## config.mk

```make
export PLATFORM = sky130hd
export DESIGN_NAME = mat_mult_ctrl_flat
export DESIGN_NICKNAME = d
export VERILOG_FILES = /design/src/rtl/mat_mult_ctrl_if.sv /design/src/rtl/mat_mult_ctrl.sv /design/src/flat_wrapper.sv
export SDC_FILE = /design/constraint.sdc
export NUM_CORES = 1
export LEC_CHECK = 0
export ABC_AREA = 1
export ABC_CLOCK_PERIOD_IN_PS = 8900
export CAP_MARGIN = 30
export CELL_PAD_IN_SITES_DETAIL_PLACEMENT = 1
export CELL_PAD_IN_SITES_GLOBAL_PLACEMENT = 2
export CORE_AREA = 2 2 153 155
export CTS_CLUSTER_SIZE = 28
export DETAILED_ROUTE_END_ITERATION = 10
export DIE_AREA = 0 0 155 157
export PLACE_DENSITY = 0.81
export SLEW_MARGIN = 0
export SYNTH_ARGS = -nofsm -noshare
export SYNTH_HDL_FRONTEND = slang
export SYNTH_SLANG_ARGS = --single-unit
```

## constraint.sdc

```tcl
create_clock -name clk -period 8.9 [get_ports clk]
set_input_delay 0.89 -clock clk [delete_from_list [all_inputs] [get_ports clk]]
set_output_delay 0.89 -clock clk [all_outputs]
set_load 0.02 [all_outputs]
```

## src/rtl/mat_mult_ctrl_if.sv

```systemverilog
// ----------------------------------------------------------------------------
// mat_mult_ctrl_if
//
// Purpose: groups the host-side handshake of the mat_mult sequencer into one
// bundle. The host register block is the master. The sequencer
// (mat_mult_ctrl) is the slave.
//
// Signals:
//   start   master->slave  job request, accepted only while the sequencer idles
//   mode    master->slave  0 = parallel multiply, 1 = matrix multiply
//   hold    master->slave  stall; only has an effect while a job is running
//   busy    slave->master  high from the cycle after an accepted start through DONE
//   done    slave->master  one-cycle pulse; result is valid from this cycle on
//   err     slave->master  sticky flag for a start issued while busy
//   result  slave->master  captured N x N result array
//   cycles  slave->master  run-phase cycle count of the last job (saturating)
//
// Parameters N, W and CW must match the parameters of the attached sequencer.
// ----------------------------------------------------------------------------
interface mat_mult_ctrl_if #(
  parameter int N  = 2,
  parameter int W  = 27,
  parameter int CW = 16
) ();

  logic                        start;
  logic                        mode;
  logic                        hold;
  logic                        busy;
  logic                        done;
  logic                        err;
  logic [N-1:0][N-1:0][W-1:0]  result;
  logic [CW-1:0]               cycles;

  modport master (
    output start, mode, hold,
    input  busy, done, err, result, cycles
  );

  modport slave (
    input  start, mode, hold,
    output busy, done, err, result, cycles
  );

endinterface : mat_mult_ctrl_if

```

## src/rtl/mat_mult_ctrl.sv

```systemverilog
// ----------------------------------------------------------------------------
// mat_mult_ctrl
//
// Purpose: sequencer for the mat_mult datapath. On an accepted start it clears
// the datapath for one cycle. It then enables the datapath for a fixed,
// mode-dependent number of non-stalled cycles, captures the result array and
// pulses done. It is the only driver of the datapath's reset, enable and mode
// inputs.
//
// Ports:
//   clk          in   single clock, rising edge
//   rst          in   asynchronous, active-high reset
//   host         if   host handshake (start/mode/hold in; busy/done/err/
//                     result/cycles out), slave side
//   mm_rst       out  datapath reset: rst, or the single clear cycle
//   mm_en        out  datapath enable: run phase and not held
//   mm_mat_mode  out  job mode latched at start; held between jobs
//   mm_result    in   datapath result array [N-1:0][N-1:0][W-1:0]
// ----------------------------------------------------------------------------
module mat_mult_ctrl #(
  parameter int N       = 2,
  parameter int W       = 27,
  parameter int MAT_CYC = 4,
  parameter int PAR_CYC = 3,
  parameter int CW      = 16
) (
  input  logic                       clk,
  input  logic                       rst,
  mat_mult_ctrl_if.slave             host,
  output logic                       mm_rst,
  output logic                       mm_en,
  output logic                       mm_mat_mode,
  input  logic [N-1:0][N-1:0][W-1:0] mm_result
);

  localparam int MAX_CYC = (MAT_CYC > PAR_CYC) ? MAT_CYC : PAR_CYC;
  localparam int RW      = $clog2(MAX_CYC + 1);

  localparam logic [RW-1:0] MAT_LOAD = RW'(MAT_CYC);
  localparam logic [RW-1:0] PAR_LOAD = RW'(PAR_CYC);
  localparam logic [RW-1:0] REM_LAST = RW'(1);

  typedef enum logic [2:0] {
    S_IDLE,
    S_CLR,
    S_RUN,
    S_CAP,
    S_DONE
  } state_t;

  state_t                     state_q;
  logic                       busy_q;
  logic                       done_q;
  logic                       err_q;
  logic                       clr_q;       // high exactly while in S_CLR
  logic                       run_q;       // high exactly while in S_RUN
  logic                       mat_mode_q;
  logic [RW-1:0]              rem_q;       // enabled cycles still owed to the job
  logic [N-1:0][N-1:0][W-1:0] result_q;
  logic [CW-1:0]              cycles_q;
  logic [CW-1:0]              cycles_d;

  // Saturating increment: the counter sticks at all-ones instead of wrapping.
  assign cycles_d = (cycles_q == '1) ? cycles_q : cycles_q + 1'b1;

  // NOTE: all state below uses non-blocking assignments. Every register then
  // samples the pre-edge value of every other register, whatever the
  // statement order.
  // NOTE: result_q is reset even though it is a wide data register. A reset
  // must leave result all-zero, and a mid-job reset must never expose a
  // partial capture.
  always_ff @(posedge clk or posedge rst) begin
    if (rst) begin
      state_q    <= S_IDLE;
      busy_q     <= 1'b0;
      done_q     <= 1'b0;
      err_q      <= 1'b0;
      clr_q      <= 1'b0;
      run_q      <= 1'b0;
      mat_mode_q <= 1'b0;
      rem_q      <= '0;
      result_q   <= '0;
      cycles_q   <= '0;
    end else begin
      done_q <= 1'b0;
      clr_q  <= 1'b0;

      // A start is rejected outside IDLE. The final DONE cycle counts as
      // outside IDLE. The IDLE branch below clears err on acceptance.
      if (host.start && (state_q != S_IDLE)) begin
        err_q <= 1'b1;
      end

      case (state_q)
        S_IDLE: begin
          if (host.start) begin
            mat_mode_q <= host.mode;
            rem_q      <= host.mode ? MAT_LOAD : PAR_LOAD;
            cycles_q   <= '0;
            err_q      <= 1'b0;
            busy_q     <= 1'b1;
            clr_q      <= 1'b1;
            state_q    <= S_CLR;
          end
        end

        S_CLR: begin
          run_q   <= 1'b1;
          state_q <= S_RUN;
        end

        S_RUN: begin
          // The counter advances on stalled cycles too.
          cycles_q <= cycles_d;
          if (!host.hold) begin
            rem_q <= rem_q - 1'b1;
            if (rem_q == REM_LAST) begin
              run_q   <= 1'b0;
              state_q <= S_CAP;
            end
          end
        end

        S_CAP: begin
          result_q <= mm_result;
          done_q   <= 1'b1;
          state_q  <= S_DONE;
        end

        S_DONE: begin
          busy_q  <= 1'b0;
          state_q <= S_IDLE;
        end

        default: begin
          busy_q  <= 1'b0;
          run_q   <= 1'b0;
          state_q <= S_IDLE;
        end
      endcase
    end
  end

  // The enable follows hold in the same cycle, so it cannot be registered.
  // It is gated by run_q, which is never high together with clr_q.
  assign mm_en       = run_q & ~host.hold;
  assign mm_rst      = rst | clr_q;
  assign mm_mat_mode = mat_mode_q;

  assign host.busy   = busy_q;
  assign host.done   = done_q;
  assign host.err    = err_q;
  assign host.result = result_q;
  assign host.cycles = cycles_q;

endmodule : mat_mult_ctrl
```

## src/flat_wrapper.sv

```systemverilog
// flat-port wrapper written by rule: the top's interface ports become plain ports
module mat_mult_ctrl_flat 
#(
  parameter int N       = 2,
  parameter int W       = 27,
  parameter int MAT_CYC = 4,
  parameter int PAR_CYC = 3,
  parameter int CW      = 16
)
  (clk, rst, mm_rst, mm_en, mm_mat_mode, mm_result, host_start, host_mode, host_hold, host_busy, host_done, host_err, host_result, host_cycles);
  mat_mult_ctrl_if #(.N(N), .W(W), .CW(CW)) host_i ();
  input  logic clk;
  input  logic rst;
  output logic mm_rst;
  output logic mm_en;
  output logic mm_mat_mode;
  input  logic [N-1:0][N-1:0][W-1:0] mm_result;
  input wire logic [$bits(host_i.start)-1:0] host_start;
  input wire logic [$bits(host_i.mode)-1:0] host_mode;
  input wire logic [$bits(host_i.hold)-1:0] host_hold;
  output wire logic [$bits(host_i.busy)-1:0] host_busy;
  output wire logic [$bits(host_i.done)-1:0] host_done;
  output wire logic [$bits(host_i.err)-1:0] host_err;
  output wire logic [$bits(host_i.result)-1:0] host_result;
  output wire logic [$bits(host_i.cycles)-1:0] host_cycles;
  assign host_i.start = host_start;
  assign host_i.mode = host_mode;
  assign host_i.hold = host_hold;
  assign host_busy = host_i.busy;
  assign host_done = host_i.done;
  assign host_err = host_i.err;
  assign host_result = host_i.result;
  assign host_cycles = host_i.cycles;
  mat_mult_ctrl #(.N(N), .W(W), .MAT_CYC(MAT_CYC), .PAR_CYC(PAR_CYC), .CW(CW)) u_core (.clk(clk), .rst(rst), .host(host_i), .mm_rst(mm_rst), .mm_en(mm_en), .mm_mat_mode(mm_mat_mode), .mm_result(mm_result));
endmodule
```

=== Word-level counts from Yosys, hierarchy flattened ===
Index checks and enable logic that the tools add are counted.
W data, S select, Z words.

* Flip-flop bits (word level): 136
* Bits in latches: 0
* Bits in writable memories: 0
* Memory bits (read-only): 0
* Input bits: 113
* Output and inout bits: 130
* Word-level logic and storage cells: 64
* Memories: 0

* Add/sub/neg operators: 2
* Multipliers: 0
* Divide/modulo/power cells: 0
* Magnitude comparators: 0
* Equal/unequal tests: 10
* Shifts and indexed selects: 0
* Muxes and demuxes: 22
* Bitwise operators: 5
* Reduce and logical (&&, ||, !) cells: 12

{| class="wikitable"
|+ Operator list
! cell !! count
|-
| $mux W16 || 2
|-
| $pmux W16 S2 || 1
|-
| $mux W3 || 6
|-
| $add A16 B1 Y16 const B || 1
|-
| $eq A16 B16 Y1 const B || 1
|-
| $pmux W3 S4 || 1
|-
| $reduce_and A3 Y1 || 4
|-
| $mux W1 || 9
|-
| $eq A3 B1 Y1 const B || 2
|-
| $eq A3 B2 Y1 const B || 2
|-
| $ne A2 B2 Y1 const B || 3
|-
| $pmux W3 S2 || 1
|-
| $reduce_or A3 Y1 || 2
|-
| $reduce_and A2 Y1 || 2
|-
| $eq A3 B3 Y1 const B || 1
|-
| $logic_not A3 Y1 || 1
|-
| $not A1 Y1 || 3
|-
| $pmux W1 S3 || 1
|-
| $reduce_bool A3 Y1 || 1
|-
| $sub A3 B1 Y3 const B || 1
|-
| $ne A2 B1 Y1 const B || 1
|-
| $pmux W1 S2 || 1
|-
| $reduce_bool A2 Y1 || 1
|-
| $and A1 B1 Y1 || 1
|-
| other kinds (2) || 2
|}

=== Logic depth before layout (Yosys ltp) ===
Gate-level depths: netlist of the first run.

* Depth in word-level cells: 5
* Mapped depth: 8

=== Worst setup path before layout of the first run ===
No wires, ideal clock.

* Kind: in2out
* Start: input rst
* End: output mm_rst
* Data arrival time: 1.210 ns
* Required time: 8.010 ns
* Path slack: 6.800 ns
* Stages on the path: 1
* Buffers on the path: 0
* Path through: or2_2

* Word-level cells in the longest chain between the ends: 1

{| class="wikitable"
|+ Ends and longest elaborated chain
! element !! line !! RTL
|-
| start, declared || flat_wrapper.sv:13 || <nowiki>input logic rst;</nowiki>
|-
| $or A1 B1 Y1 || mat_mult_ctrl.sv:147 || <nowiki>assign mm_rst = rst | clr_q;</nowiki>
|-
| end, declared || flat_wrapper.sv:14 || <nowiki>output logic mm_rst;</nowiki>
|}

No other way between the ends.

=== Worst setup path in the final report of the first run ===
Ends and elaborated chain as after synthesis.

==> results of run 1 <==
[sequential cells by signal, indices dropped and copies added, names as in the netlist, named ones only]
name	flops
u_core.mm_mat_mode	1
u_core.clr_q	1
u_core.state_q	3
u_core.host.cycles	16
u_core.rem_q	3
u_core.host.done	1
u_core.host.result	108
u_core.host.busy	1
u_core.run_q	1
[where the power goes]
| group | switching (W) | total (W) | leakage, nW | internal [W] |
|---|---|---|---|---|
| logic | 0.000837 | 0.00148 | 2.24 | 0.000640 |
| clock network | 0.000294 | 0.000715 | 0.290 | 0.000421 |
| registers | 0.000163 | 0.00106 | 1.69 | 0.000894 |
| total | 0.00129 | 0.00325 | 4.22 | 0.00195 |
[worst min path at each step]
stage and end:
6_report u_core.host.result[38], 3_3_place_gp u_core.host.result[82], 3_5_place_dp u_core.host.result[45], 5_1_grt u_core.host.result[94]
2_1_floorplan u_core.run_q, 4_1_cts u_core.host.result[45]
[cells in the mapped netlist (all sizes together)]
master    n  area share [%]
nand2   388              26
dfrtp   136              61
inv      23             1.5
nand3    23             2.2
nor2     21             1.6
o21ai    18             2.0
buf      15             1.6
clkbuf   12            0.81
nand4     6            0.67
or2       6            0.67
ha        3            0.67
o211ai    2            0.27
o21bai    2            0.27
xor2      2            0.31
a21oi     1           0.090
a31oi     1            0.11
xnor2     1            0.16
[cells by family (layout without fill, tap and decap cells)]
kind of cell / Yosys count / in the layout / synth area share [%]
AO/OA/AOI/OAI: 24 / 24 / 2.69
XOR/XNOR: 3 / 3 / 0.471
adder cells (fa/ha/maj): 3 / 3 / 0.673
flip-flops: 136 / 136 / 61.0
AND/OR/NAND/NOR: 444 / 444 / 31.2
buffers and inverters: 50 / 301 / 3.92
[layout make-up]
class                           count  area (um^2)  share of cell area, %
Sequential cell                   136         3400                   38.3
Multi-Input combinational cell    474         1970                   22.2
Timing Repair Buffer              246         2470                   27.8
Inverter                           23         92.6                   1.04
Tap cell                          285          357                   4.01
Clock buffer                       18          429                   4.83
Clock inverter                     14          165                   1.86
[layer usage]
| metal | wire length, um | share of wire (%) | vias to the layer above |
|---|---|---|---|
| met2 | 8740 | 47 | 158 |
| met1 | 7780 | 42 | 2446 |
| li1 | - | - | 2503 |
| met4 | 148 | 0.79 | 0 |
| met5 | 0 | 0 | - |
| met3 | 2010 | 11 | 13 |
[critical path, delay by kind of cell]
| kind | cells | cell delay (ns) |
|---|---|---|
| buffers and inverters | 2 | 1.02 |
| and+or+nand+nor | 1 | 0.30 |
[per-stage QoR]
| step | power, W | utilization (%) |
|---|---|---|
| after floorplan | 0.00180 | - |
| after global placement | 0.00254 | 36.7 |
| after detailed placement | 0.00257 | 36.9 |
| after CTS | 0.00332 | 39.5 |
| after global routing | 0.00349 | 39.5 |
| final | 0.00325 | 39.5 |
[cells in the final DEF (no fill, tap or decap), types with 2 or more instances in the layout]
cell type                         count
sky130_fd_sc_hd__nand2_1            387
sky130_fd_sc_hd__nor2_1              19
sky130_fd_sc_hd__buf_4                3
sky130_fd_sc_hd__o21ai_1              2
sky130_fd_sc_hd__clkdlybuf4s50_1    242
sky130_fd_sc_hd__clkbuf_16           17
sky130_fd_sc_hd__nand4_1              6
sky130_fd_sc_hd__inv_8                2
sky130_fd_sc_hd__o21ai_0             11
sky130_fd_sc_hd__clkinv_2             2
sky130_fd_sc_hd__xor2_1               2
sky130_fd_sc_hd__o211ai_1             2
sky130_fd_sc_hd__inv_6                5
sky130_fd_sc_hd__or2_2                6
sky130_fd_sc_hd__ha_1                 3
sky130_fd_sc_hd__inv_1               21
sky130_fd_sc_hd__bufinv_16            2
sky130_fd_sc_hd__o21ai_2              5
sky130_fd_sc_hd__o21bai_1             2
sky130_fd_sc_hd__dfrtp_1            136
sky130_fd_sc_hd__clkinv_4             4
sky130_fd_sc_hd__nand3_1             21
==> out/qor.yml, run 1 <==
run_status:
  outcome: "finished, final reports clean"
sta:
  fin_worst_hold_slack_ns: 0.478
  count_of_final_hold_check_violations: 0
  setup_repair_after_global_routing_missed_its_margin: "false"
  maxSlewViolCount: 0
  maxClockFrequency_mhz: 324
  timing.final.setup_violations: 0
  tightestPinTransition_ns: 0.935
  fin_tns_setup_ns: 0
  finalCriticalPeriod_ns: 3.09
  worst_slew_margin_rel_pct: 37.6
  skew_ns: 0.00836
  timing.final.crit_share_pct: 34.7
  setup_ws_ns: 5.81
floorplan:
  die_y_um: 157
  fp.dieW_um: 155
  pin_count: 243
  core.rowCount: 55
  die_area_mm2: 0.0243
  fp.coreArea_mm2: 0.0225
  start_util_pct: 24.8
critical_path:
  crit_path_cell_trace: "clkdlybuf4s50_1, or2_2, clkdlybuf4s50_1"
  worstReg2RegEnd: "u_core.host.cycles[5]"
  worst-r2r-setup-slack_ns: 6.63
  r2r.worst_path.cells: 6
  cp-endpoint: "mm_rst"
  regToRegStartpoint: "u_core.host.cycles[0]"
  cpMaxStageDelayCell: "sky130_fd_sc_hd__clkdlybuf4s50_1"
  critPathArrivalTime_ns: 2.20
  crit_path_max_incr_delay_ns: 0.54
  end_kind: "output pin"
  critical_path.startpoint_type: "input port"
  dominant_cell_type_by_count_on_the_critical_path: "sky130_fd_sc_hd__clkdlybuf4s50_1"
  crit_path_max_fanout: 2
  cp-startpoint: "rst"
  cp_class: "input port to output pin"
  wp_data_required_ns: 8.01
clocking:
  post-cts-setup-buffer-count: 0
  cts-buffers-inserted: 17
  cts_num_sinks: 136
  clk_root_buffer_cell: "sky130_fd_sc_hd__clkbuf_16"
  cts_tree: "done"
  post_cts.resized_instances: 0
  cts_max_path_buffers: 2
  ctsHoldBuffers: 0
  cts_max_level: 4
  clk_transition_reported_paths_ns: 0.06
  clk_latency_ns: 0.41
placed_design:
  placed_cells_incl_taps: 1164
  buffer_ports.inserted: 242
  place.detailed.hpwl_um: 13300
  gpl.final_weighted_congestion: 0.742
  placed_cell_area_mm2: 0.00829
  detailedPlace.worstSlack_ns: 5.80
power_and_ir_drop:
  p_leak_nw: 4.22
  p_per_area_mw_per_mm2: 365
  ir_worst_vdd_mv: 0.134
global_routing:
  met2_usage_pct: 25.2
  grt_start_max_net_pins: 85
  first_global_vias: 5436
  busiest_layer_in_global_routing: "met2"
  grt_first_pass_wirelength_um: 30000
  gr-usage-met1_pct: 19.3
  sum_of_overflow_across_all_layers_after_global_routing: 0
  grt_util_all_layers_pct: 16.0
  antenna_found_initial: 0
  met3_usage_pct: 8.26
yosys:
  yosys_warnings: 0
  avgSynthCellArea_um2: 8.45
  postSynthRegisterBits: 136
  yosys.cell_types.count: 25
  instance_count_of_the_mapped_netlist: 660
  syn-num-nets: 776
  netlist_area_mm2: 0.00558
  ys_seq_area_share_pct: 61.0
drt:
  routedWlPerCell_um: 15.6
  drcViolationCount: 0
  firstDrtPassIters: 4
  totalWireLength_um: 18700
  route.vias.total: 5120
  route.antenna.remaining_nets: 0
  dr.first_iter.drc_count: 177
  vias_per_cell: 4.28
layout:
  drive_above_1_share_pct: 5.82
  fin_nets: 1014
  area.growth.synth_to_final_pct: 59.3
  instances_no_fill: 1196
  n_fill_cell: 2627
  diodes: 0
  postLayoutCellArea_mm2: 0.00889
worst_hold_path:
  timing.hold.worst.class: "flip-flop to flip-flop"
  hold_path_startpoint: "u_core.host.result[38]"
  holdPathStages: 2
run:
  cap_violations: 0
Note: power is estimated with default switching activity, not from simulation.
==> run 2: changes to the inputs <==
ABC_CLOCK_PERIOD_IN_PS = 3200   (was 8900)
CORE_AREA = 2 2 159 161   (was 2 2 153 155)
DIE_AREA = 0 0 161 163   (was 0 0 155 157)
PLACE_DENSITY = 0.76   (was 0.81)
clock period = 3.2 ns   (was 8.9 ns; I/O delays follow)
==> out/qor.yml, run 2 (synthesis results as in run 1) <==
critical_path:
  r2r.worst_path.cells: 6
  regToRegStartpoint: "u_core.state_q[2]"
  critPathArrivalTime_ns: 2.41
  crit_path_cell_trace: "inv_1, nand3_4, clkinv_2, buf_4, nand2_1, nand2_1"
  critical_path_buf_inv_count: 3
  cpMaxStageDelayCell: "sky130_fd_sc_hd__buf_4"
  crit_path_max_fanout: 58
  worst-r2r-setup-slack_ns: 1.14
  crit_path_max_incr_delay_ns: 0.51
  end_kind: "flip-flop"
  worstReg2RegEnd: "u_core.host.result[13]"
  crit_family: "buffers and inverters"
  critical_path.startpoint_type: "flip-flop"
  dominant_cell_type_by_count_on_the_critical_path: "sky130_fd_sc_hd__nand2_1"
  cp_class: "flip-flop to flip-flop"
  wp_data_required_ns: 3.55
floorplan:
  core.rowCount: 58
  pin_count: 243
  die_y_um: 163
  start_util_pct: 22.6
  fp.coreArea_mm2: 0.0247
  fp.dieW_um: 161
  die_area_mm2: 0.0262
global_routing:
  grt_start_max_net_pins: 59
  sum_of_overflow_across_all_layers_after_global_routing: 0
  grt_util_all_layers_pct: 14.9
  first_global_vias: 5486
  grt_first_pass_wirelength_um: 30400
  antenna_found_initial: 2
placed_design:
  placed_cell_area_mm2: 0.00838
  buffer_ports.inserted: 242
  gpl.final_weighted_congestion: 0.731
  place.detailed.hpwl_um: 13600
sta:
  tightestPinTransition_ns: 0.784
  timing.final.setup_violations: 0
  maxSlewViolCount: 0
  skew_ns: 0.0105
  maxClockFrequency_mhz: 485
  finalCriticalPeriod_ns: 2.06
  count_of_final_hold_check_violations: 0
  setup_repair_after_global_routing_missed_its_margin: "false"
  worst_slew_margin_rel_pct: 47.6
  fin_tns_setup_ns: 0
  timing.final.crit_share_pct: 64.5
clocking:
  clk_transition_reported_paths_ns: 0.07
  cts_max_level: 4
  clk_latency_ns: 0.42
  ctsHoldBuffers: 0
  cts_max_path_buffers: 2
  post-cts-setup-buffer-count: 0
  clk_root_buffer_cell: "sky130_fd_sc_hd__clkbuf_16"
  cts-buffers-inserted: 17
  post_cts.resized_instances: 0
  cts_num_sinks: 136
  cts_tree: "done"
layout:
  area.growth.synth_to_final_pct: 60.8
  largest_reg_flops: 108
  drive_above_1_share_pct: 6.34
  fin_nets: 1018
  mostFrequentLayoutCell: "sky130_fd_sc_hd__nand2_1"
  postLayoutCellArea_mm2: 0.00897
  n_fill_cell: 2935
  layout.cells.most_common_list: "sky130_fd_sc_hd__nand2_1 (387), sky130_fd_sc_hd__clkdlybuf4s50_1 (242), sky130_fd_sc_hd__dfrtp_1 (136)"
drt:
  dr.first_iter.drc_count: 205
  totalWireLength_um: 18900
  route.antenna.remaining_nets: 0
  vias_per_cell: 4.11
  drcViolationCount: 0
  routedWlPerCell_um: 15.2
  route.vias.total: 5118
  firstDrtPassIters: 4
power_and_ir_drop:
  p_leak_nw: 4.24
  p_per_area_mw_per_mm2: 1000
  ir_worst_vdd_mv: 0.452
worst_hold_path:
  holdPathStages: 3
  whs_endpoint: "u_core.host.result[94]"
  hold_path_startpoint: "mm_result[94]"
  timing.hold.worst.class: "input port to flip-flop"
run:
  cap_violations: 0
run_status:
  outcome: "finished, final reports clean"
[run 2: layout make-up]
class | count | area, um^2 | area share [%]
flip-flops and latches | 136 | 3400 | 37.9
repair buffers | 250 | 2510 | 28.0
multi-input cells | 474 | 1970 | 22.0
clock buffers | 17 | 425 | 4.74
well taps | 330 | 413 | 4.60
clock inverters | 15 | 156 | 1.74
inverters | 23 | 91.3 | 1.02
diodes | 1 | 2.50 | 0.0279
[run 2: per-layer routing]
layer / global-route usage (%) / routed length, um / part of all wire [%] / up-vias
met4: 5.11 / 297 / 1.6 / 2
met5: 0 / 13 / 0.069 / -
met3: 7.05 / 1850 / 9.8 / 19
li1: - / - / - / 2510
met1: 17.7 / 7990 / 42 / 2425
met2: 23.9 / 8750 / 46 / 162
[run 2: worst max path at each step]
stage                 startpoint                     end  slack, ns  cells after the start
2_1_floorplan                rst               async pin       1.19                      1
3_5_place_dp   u_core.state_q[2]  u_core.host.result[30]       1.06                      6
5_1_grt        u_core.state_q[2]  u_core.host.result[59]       0.86                      6
6_report       u_core.state_q[2]  u_core.host.result[13]       1.14                      6
4_1_cts        u_core.state_q[2]  u_core.host.result[30]       1.02                      6
3_3_place_gp   u_core.state_q[2]  u_core.host.result[37]       1.08                      6
[run 2: metrics by stage]
stage                     util (%)  cells  hold WS (ns)  worst slack, ns  total power (W)
after floorplan                  -    660         0.430             1.19          0.00502
after CTS                     36.3   1245         0.402             1.02          0.00920
final                         36.3   1246         0.432             1.14          0.00900
after global placement        34.0   1213         0.461             1.08          0.00706
after global routing          36.3   1245         0.412            0.860          0.00965
after detailed placement      34.0   1213         0.465             1.06          0.00713
[run 2: report_power, final]
group / internal [W] / switching (W)
Sequential: 0.00248 / 0.000439
Combinational: 0.00178 / 0.00231
Clock: 0.00111 / 0.000868
Total: 0.00538 / 0.00362
[run 2: worst reg2reg max path, stage by stage (launching register included)]
cell,delay [ns]
sky130_fd_sc_hd__dfrtp_1,0.37
sky130_fd_sc_hd__inv_1,0.20
sky130_fd_sc_hd__nand3_4,0.49
sky130_fd_sc_hd__clkinv_2,0.17
sky130_fd_sc_hd__buf_4,0.51
sky130_fd_sc_hd__nand2_1,0.17
sky130_fd_sc_hd__nand2_1,0.09
